--- config.mk ---
export PLATFORM = sky130hd
export DESIGN_NAME = mem_port_arbiter
export DESIGN_NICKNAME = d
export VERILOG_FILES = /design/src/rtl/arb_pkg.sv /design/src/rtl/mem_wait_timer.sv /design/src/rtl/mem_port_arbiter.sv
export SDC_FILE = /design/constraint.sdc
export NUM_CORES = 1
export LEC_CHECK = 0
export BUFFER_PORTS_ARGS = -buffer_cell sky130_fd_sc_hd__buf_2
export CELL_PAD_IN_SITES_DETAIL_PLACEMENT = 0
export CELL_PAD_IN_SITES_GLOBAL_PLACEMENT = 2
export CORE_ASPECT_RATIO = 1.1
export CORE_MARGIN = 4
export CORE_UTILIZATION = 26
export CTS_BUF_LIST = sky130_fd_sc_hd__clkbuf_8
export DETAILED_ROUTE_END_ITERATION = 10
export GPL_ROUTABILITY_DRIVEN = 0
export PLACE_DENSITY = 0.89
export SLEW_MARGIN = 20
export SYNTH_ARGS = -nofsm -noshare
export SYNTH_HDL_FRONTEND = slang
export SYNTH_SLANG_ARGS = --single-unit
export TNS_END_PERCENT = 5
--- constraint.sdc ---
create_clock -name clk -period 1.82 [get_ports clk]
set_input_delay 0.182 -clock clk [delete_from_list [all_inputs] [get_ports clk]]
set_output_delay 0.182 -clock clk [all_outputs]
set_load 0.01 [all_outputs]
--- src/rtl/arb_pkg.sv ---
// rtl/arb_pkg.sv - shared types and constants for the IF/MEM memory port arbiter
package arb_pkg;

  // Access sequencing: arbitrate, hold the backing-memory bus, then answer the owner.
  typedef enum logic [1:0] {
    IDLE = 2'd0,
    BUSY = 2'd1,
    RESP = 2'd2
  } state_t;

  // Which requester owns the access currently in flight.
  typedef enum logic {
    GNT_IF  = 1'b0,
    GNT_MEM = 1'b1
  } owner_t;

  // Byte addresses are word aligned; the backing memory sees word addresses.
  localparam int BYTE_OFF_W = 2;
  localparam int DATA_W     = 32;

endpackage

--- src/rtl/mem_wait_timer.sv ---
// rtl/mem_wait_timer.sv - load/decrement/done counter timing one backing-memory access
module mem_wait_timer #(
  parameter int WAIT_CYCLES = 4
) (
  input  logic clk,
  input  logic rst,
  input  logic load_i,
  input  logic dec_i,
  output logic done_o
);

  localparam int                CNT_W    = $clog2(WAIT_CYCLES + 1);
  localparam logic [CNT_W-1:0]  LOAD_VAL = CNT_W'(WAIT_CYCLES - 1);

  logic [CNT_W-1:0] cnt_q, cnt_d;

  // Load on grant, count down while busy, hold at zero.
  always_comb begin
    cnt_d = cnt_q;
    if (load_i) begin
      cnt_d = LOAD_VAL;
    end else if (dec_i && (cnt_q != '0)) begin
      cnt_d = cnt_q - 1'b1;
    end
  end

  // Counter register.
  always_ff @(posedge clk) begin
    if (rst) begin
      cnt_q <= '0;
    end else begin
      cnt_q <= cnt_d;
    end
  end

  assign done_o = (cnt_q == '0);

endmodule

--- src/rtl/mem_port_arbiter.sv ---
// rtl/mem_port_arbiter.sv - IF/MEM arbiter for one fixed-latency memory (optional ARB_STARVE_GUARD_EN)
module mem_port_arbiter
  import arb_pkg::*;
#(
  parameter int ADDR_W       = 16,
  parameter int WAIT_CYCLES  = 4,
  parameter int STARVE_LIMIT = 4
) (
  input  logic              clk,
  input  logic              rst,
  input  logic              if_req_i,
  input  logic [31:0]       if_addr_i,
  output logic [31:0]       if_rdata_o,
  output logic              if_ready_o,
  input  logic              mem_r_en_i,
  input  logic              mem_w_en_i,
  input  logic [31:0]       mem_addr_i,
  input  logic [31:0]       mem_wdata_i,
  output logic [31:0]       mem_rdata_o,
  output logic              mem_ready_o,
  output logic              freeze_o,
  output logic              ext_en_o,
  output logic              ext_we_o,
  output logic [ADDR_W-1:0] ext_addr_o,
  output logic [31:0]       ext_wdata_o,
  input  logic [31:0]       ext_rdata_i
);

  state_t              state_q, state_d;
  owner_t              owner_q, owner_d;
  logic                we_q, we_d;
  logic [31:0]         addr_q, addr_d;
  logic [DATA_W-1:0]   wdata_q, wdata_d;
  logic [DATA_W-1:0]   if_rdata_q, if_rdata_d;
  logic [DATA_W-1:0]   mem_rdata_q, mem_rdata_d;

  logic mem_req;
  logic force_if;
  logic grant_mem;
  logic grant_if;
  logic timer_load;
  logic timer_dec;
  logic timer_done;

  assign mem_req = mem_r_en_i | mem_w_en_i;

`ifdef ARB_STARVE_GUARD_EN
  localparam int STARVE_W = $clog2(STARVE_LIMIT + 1);
  logic [STARVE_W-1:0] starve_q, starve_d;

  assign force_if = if_req_i && (starve_q == STARVE_W'(STARVE_LIMIT));

  // Count back-to-back MEM wins that left IF waiting; any IF win clears it.
  always_comb begin
    starve_d = starve_q;
    if (grant_if) begin
      starve_d = '0;
    end else if (grant_mem && if_req_i && (starve_q != STARVE_W'(STARVE_LIMIT))) begin
      starve_d = starve_q + 1'b1;
    end
  end

  // Starvation counter register.
  always_ff @(posedge clk) begin
    if (rst) begin
      starve_q <= '0;
    end else begin
      starve_q <= starve_d;
    end
  end
`else
  logic starve_limit_unused;
  assign starve_limit_unused = ^STARVE_LIMIT;
  assign force_if = 1'b0;
`endif

  // IDLE grant decision: MEM wins unless the starvation guard hands this slot to IF.
  always_comb begin
    grant_mem = (state_q == IDLE) && mem_req && !force_if;
    grant_if  = (state_q == IDLE) && if_req_i && !grant_mem;
  end

  mem_wait_timer #(
    .WAIT_CYCLES(WAIT_CYCLES)
  ) u_timer (
    .clk   (clk),
    .rst   (rst),
    .load_i(timer_load),
    .dec_i (timer_dec),
    .done_o(timer_done)
  );

  // Access FSM: latch the winner, hold the bus for the wait window, answer once.
  always_comb begin
    state_d     = state_q;
    owner_d     = owner_q;
    we_d        = we_q;
    addr_d      = addr_q;
    wdata_d     = wdata_q;
    if_rdata_d  = if_rdata_q;
    mem_rdata_d = mem_rdata_q;
    timer_load  = 1'b0;
    timer_dec   = 1'b0;
    unique case (state_q)
      IDLE: begin
        if (grant_mem) begin
          owner_d    = GNT_MEM;
          we_d       = mem_w_en_i;
          addr_d     = mem_addr_i;
          wdata_d    = mem_wdata_i;
          timer_load = 1'b1;
          state_d    = BUSY;
        end else if (grant_if) begin
          owner_d    = GNT_IF;
          we_d       = 1'b0;
          addr_d     = if_addr_i;
          timer_load = 1'b1;
          state_d    = BUSY;
        end
      end
      BUSY: begin
        timer_dec = 1'b1;
        if (timer_done) begin
          if (owner_q == GNT_IF) begin
            if_rdata_d = ext_rdata_i;
          end else if (!we_q) begin
            mem_rdata_d = ext_rdata_i;
          end
          state_d = RESP;
        end
      end
      RESP: begin
        state_d = IDLE;
      end
      default: begin
        state_d = IDLE;
      end
    endcase
  end

  // State and datapath registers.
  always_ff @(posedge clk) begin
    if (rst) begin
      state_q     <= IDLE;
      owner_q     <= GNT_IF;
      we_q        <= 1'b0;
      addr_q      <= '0;
      wdata_q     <= '0;
      if_rdata_q  <= '0;
      mem_rdata_q <= '0;
    end else begin
      state_q     <= state_d;
      owner_q     <= owner_d;
      we_q        <= we_d;
      addr_q      <= addr_d;
      wdata_q     <= wdata_d;
      if_rdata_q  <= if_rdata_d;
      mem_rdata_q <= mem_rdata_d;
    end
  end

  // An IF answer is dropped if the fetch was withdrawn or redirected meanwhile.
  assign if_ready_o  = (state_q == RESP) && (owner_q == GNT_IF) &&
                       if_req_i && (if_addr_i == addr_q);
  assign mem_ready_o = (state_q == RESP) && (owner_q == GNT_MEM);
  assign freeze_o    = mem_req & ~mem_ready_o;

  assign if_rdata_o  = if_rdata_q;
  assign mem_rdata_o = mem_rdata_q;
  assign ext_en_o    = (state_q == BUSY);
  assign ext_we_o    = (state_q == BUSY) && we_q;
  assign ext_addr_o  = addr_q[ADDR_W+BYTE_OFF_W-1:BYTE_OFF_W];
  assign ext_wdata_o = wdata_q;

endmodule
==> impl_metrics.prom <==
# TYPE chip_impl_metric gauge
chip_impl_info{name="netlist_top_cells_count",value="nand2_1, dfxtp_1, a21oi_1"} 1
chip_impl_metric{name="drtIter0Drc",unit=""} 388
chip_impl_metric{name="drv_slew",unit=""} 0
chip_impl_info{name="cp-startpoint",value="addr_q[16]"} 1
chip_impl_info{name="worst_setup_path_end_kind",value="primary output"} 1
chip_impl_metric{name="groute.usage.overall",unit=""} 0.160
chip_impl_metric{name="worst_ep_arrival_time",unit="ns"} 1.73
chip_impl_metric{name="critical_path.max_fanout",unit=""} 3
chip_impl_metric{name="fin_worst_hold_slack",unit="ns"} 0.0419
chip_impl_metric{name="synth_nets",unit=""} 765
chip_impl_info{name="crit_path_frequent_cell",value="nor4_1"} 1
chip_impl_metric{name="postSynthCellCount",unit=""} 630
chip_impl_metric{name="p_comb_frac",unit=""} 0.203
chip_impl_info{name="tritoncts_clock_tree",value="built"} 1
chip_impl_metric{name="instances_no_fill",unit=""} 1235
chip_impl_metric{name="wl_per_cell",unit="um"} 15.1
chip_impl_info{name="clock-root-buffer",value="clkbuf_8"} 1
chip_impl_metric{name="final.setup.worst_slack",unit="ns"} -0.0914
chip_impl_metric{name="coreArea",unit="um^2"} 19900
chip_impl_metric{name="synth-warning-count",unit=""} 0
chip_impl_metric{name="fmaxAchievable",unit="GHz"} 0.523
chip_impl_metric{name="vias",unit=""} 5599
chip_impl_metric{name="p_int",unit="mW"} 5.46
chip_impl_metric{name="timing.slew.headroom",unit=""} 0.439
chip_impl_info{name="setup_repair_after_global_routing_missed_its_margin",value="true"} 1
chip_impl_metric{name="dpl_worst_slack",unit="ns"} 0.0614
chip_impl_metric{name="ios",unit=""} 250
chip_impl_metric{name="grt_start_max_net_pins",unit=""} 41
chip_impl_metric{name="count_of_flip_flops_with_a_built_in_enable_after_synthesis",unit=""} 0
chip_impl_metric{name="slowest_delay",unit="ns"} 0.35
chip_impl_metric{name="pwr-share-clk",unit=""} 0.365
chip_impl_metric{name="drcViolationCount",unit=""} 0
chip_impl_metric{name="place.detailed.hpwl",unit="um"} 12300
chip_impl_metric{name="syn_area",unit="um^2"} 5290
chip_impl_metric{name="power_switching",unit="mW"} 2.20
chip_impl_metric{name="grt_antenna_before_repair",unit=""} 0
chip_impl_info{name="critical-path-top-delay-family",value="simple AND/OR/NAND/NOR gates"} 1
chip_impl_metric{name="floorplan.initialDensity",unit=""} 0.265
chip_impl_metric{name="post_route_fraction_of_the_period_consumed_by_the_critical_path",unit=""} 1.05
chip_impl_metric{name="synth.yosys.seq_area_share",unit=""} 0.511
chip_impl_info{name="synthTopCellsByArea",value="dfxtp_1, nand2_1, a21oi_1, a222oi_1, xor2_1"} 1
chip_impl_info{name="run_status",value="finished with violations"} 1
chip_impl_metric{name="worst_pin_slew",unit="ns"} 0.842
chip_impl_metric{name="antenna_left",unit=""} 0
chip_impl_metric{name="path_clk_slew",unit="ns"} 0.08
chip_impl_info{name="worstPathCellList",value="xor2_1 -> nor4_1 -> nand2_1 -> nor4_1 -> buf_2"} 1
chip_impl_info{name="min_path_type",value="input pin to flop"} 1
chip_impl_metric{name="post-place-cells",unit=""} 1087
chip_impl_metric{name="ys_seq_elements",unit=""} 135
chip_impl_metric{name="seq_power_share",unit=""} 0.433
chip_impl_metric{name="vdd_ir_drop_max",unit="uV"} 443
chip_impl_metric{name="globalRouteOverflowTotal",unit=""} 0
chip_impl_metric{name="totalNegativeSetupSlack",unit="ns"} -0.0914
chip_impl_metric{name="fp.dieH",unit="um"} 158
chip_impl_metric{name="global_route_wire_length_before_repair",unit="um"} 28800
chip_impl_metric{name="post_synth_num_cell_types",unit=""} 33
chip_impl_metric{name="dieArea",unit="um^2"} 22700
chip_impl_metric{name="area.growth.synth_to_final",unit="%"} 60.2
chip_impl_metric{name="crit_required",unit="ns"} 1.64
chip_impl_metric{name="core.rowCount",unit=""} 54
chip_impl_metric{name="avgSynthCellArea",unit="um^2"} 8.39
chip_impl_metric{name="async_flop_share",unit=""} 0
chip_impl_metric{name="cts_buffers",unit=""} 17
chip_impl_metric{name="drt-vias-per-instance",unit=""} 4.53
chip_impl_metric{name="power_density",unit="nW/um^2"} 904
chip_impl_metric{name="io_buffers",unit=""} 249
chip_impl_metric{name="fin_skew",unit="ns"} 0.0141
chip_impl_metric{name="post-synth-top-area-fraction",unit=""} 0.511
chip_impl_metric{name="layout-drive-gt1-share",unit=""} 0.330
chip_impl_metric{name="route.final.wire_length",unit="um"} 18700
chip_impl_metric{name="numClockSinks",unit=""} 135
chip_impl_info{name="hold_startpoint",value="if_addr_i[24]"} 1
chip_impl_metric{name="final_net_count",unit=""} 1105
chip_impl_metric{name="final_design_area_no_fill",unit="um^2"} 8470
chip_impl_info{name="ys_dominant_reg_cell",value="dfxtp_1"} 1
chip_impl_metric{name="grt_pass1_vias",unit=""} 5772
chip_impl_metric{name="clk_latency",unit="ns"} 0.44
chip_impl_metric{name="max_cap_violations",unit=""} 0
chip_impl_info{name="violations_in_the_final_reports",value="negative setup slack"} 1
chip_impl_info{name="timing.critical_path.slowest_stage_cell",value="dfxtp_2"} 1
chip_impl_metric{name="report.final.setup_viol",unit=""} 1
chip_impl_info{name="reg2reg_from",value="u_timer.cnt_q[0]"} 1
chip_impl_metric{name="final_hold_viol_count",unit=""} 0
chip_impl_metric{name="cts.htree.levels",unit=""} 4
chip_impl_metric{name="maximum_number_of_buffers_from_clock_root_to_sink",unit=""} 2
chip_impl_metric{name="placed_area",unit="um^2"} 6790
chip_impl_info{name="yosysMostFrequentCell",value="nand2_1"} 1
chip_impl_info{name="timing.setup.critical_path_class",value="flop to primary output"} 1
chip_impl_metric{name="floorplan.die.width",unit="um"} 144
chip_impl_info{name="start_kind",value="flop"} 1
chip_impl_metric{name="final_period_minus_worst_setup_slack",unit="ns"} 1.91
chip_impl_info{name="synth.largest_area_cell",value="dfxtp_1"} 1
chip_impl_metric{name="drt_pre_antenna_iters",unit=""} 7
chip_impl_metric{name="swShare",unit=""} 0.287
chip_impl_metric{name="p_leak",unit="nW"} 3.78
chip_impl_metric{name="fillCellCount",unit=""} 2014
chip_impl_metric{name="n_antenna_cell",unit=""} 0
chip_impl_metric{name="worstPathBufferInverterCount",unit=""} 1
-- metal layers --
metal / vias up / GRT usage / share of wire
met5: - / 0 / 0
met4: 0 / 0.0700 / 0.031
met3: 40 / 0.0517 / 0.073
met2: 221 / 0.280 / 0.49
met1: 2545 / 0.178 / 0.41
li1: 2793 / - / -
-- worst paths after layout --
check                         end  slack [ns]  cells past startpoint
hold reg to reg    if_rdata_o[27]        0.45                      2
setup reg to reg  mem_rdata_o[26]        0.13                      7
setup / recovery       if_ready_o       -0.09                      5
hold / removal         addr_q[24]        0.04                      3
-- worst register-to-register path: cells and delay by family (launching register included) --
kind / cells / cell delay, ns
AO/OA/AOI/OAI: 1 / 0.06
adder cells (fa/ha/maj): 1 / 0.23
buffers and inverters: 2 / 0.27
flip-flops: 1 / 0.32
AND/OR/NAND/NOR: 3 / 0.70
-- registers in the layout, indices dropped and copies added, names as in the netlist --
name / flops
owner_q: 1
ext_wdata_o: 32
we_q: 1
if_rdata_o: 32
mem_rdata_o: 32
addr_q: 32
state_q: 2
u_timer.cnt_q: 3
-- metrics by stage --
step | total power, mW | util
after floorplan | 4.13 | -
after CTS | 7.77 | 0.424
final | 7.66 | 0.425
after global routing | 8.08 | 0.425
after detailed placement | 4.72 | 0.341
after global placement | 4.71 | 0.341
-- power groups by stage --
| stage | clock (mW) | sequential [mW] | combinational (mW) |
|---|---|---|---|
| detailed placement | 0 | 3.37 | 1.35 |
| finish | 2.79 | 3.31 | 1.55 |
| CTS | 2.90 | 3.31 | 1.56 |
| floorplan | 0 | 3.41 | 0.714 |
| global route | 3.03 | 3.34 | 1.72 |
| global placement | 0 | 3.37 | 1.34 |
-- cells in the final DEF, fill, tap and decap left out, types with 2 or more instances in the layout --
| cell type | instances |
|---|---|
| a21oi_1 | 100 |
| a222oi_1 | 32 |
| and2_1 | 2 |
| buf_12 | 9 |
| buf_2 | 248 |
| buf_4 | 9 |
| bufinv_16 | 4 |
| clkbuf_8 | 18 |
| clkinv_4 | 3 |
| clkinvlp_4 | 2 |
| dfxtp_1 | 125 |
| dfxtp_2 | 10 |
| dlygate4sd3_1 | 115 |
| inv_1 | 3 |
| inv_6 | 3 |
| nand2_1 | 196 |
| nand3_1 | 3 |
| nor2_1 | 38 |
| nor3_4 | 2 |
| nor4_1 | 6 |
| nor4_2 | 2 |
| or3b_1 | 2 |
| xnor2_1 | 5 |
| xor2_1 | 24 |
| xor2_2 | 4 |
-- what timing repair did --
item,in CTS,in global routing
pin swaps,12,3
endpoints found under the hold margin,127,0
resized for setup,15,5
buffers inserted,1,0
endpoints found under the setup margin,3,32
hold buffers,115,0
-- area by class of cell --
class	instances	area, um^2	share of cell area
flip-flops and latches	135	2720	0.320
repair buffers	381	2640	0.312
multi-input cells	433	2350	0.277
well taps	252	315	0.0372
clock buffers	18	248	0.0292
clock inverters	14	196	0.0232
inverters	2	7.51	0.000886
-- cell families after synthesis --
logic type,Yosys count,synth area share
AOI/OAI and AO/OA,136,0.161
xor gates and xnor gates,33,0.0547
adders and majority gates,2,0.00473
buffers and inverters,62,0.0629
DFF,135,0.511
muxes,1,0.00189
and+or+nand+nor,261,0.204
Power figures use the tool's default switching activity.
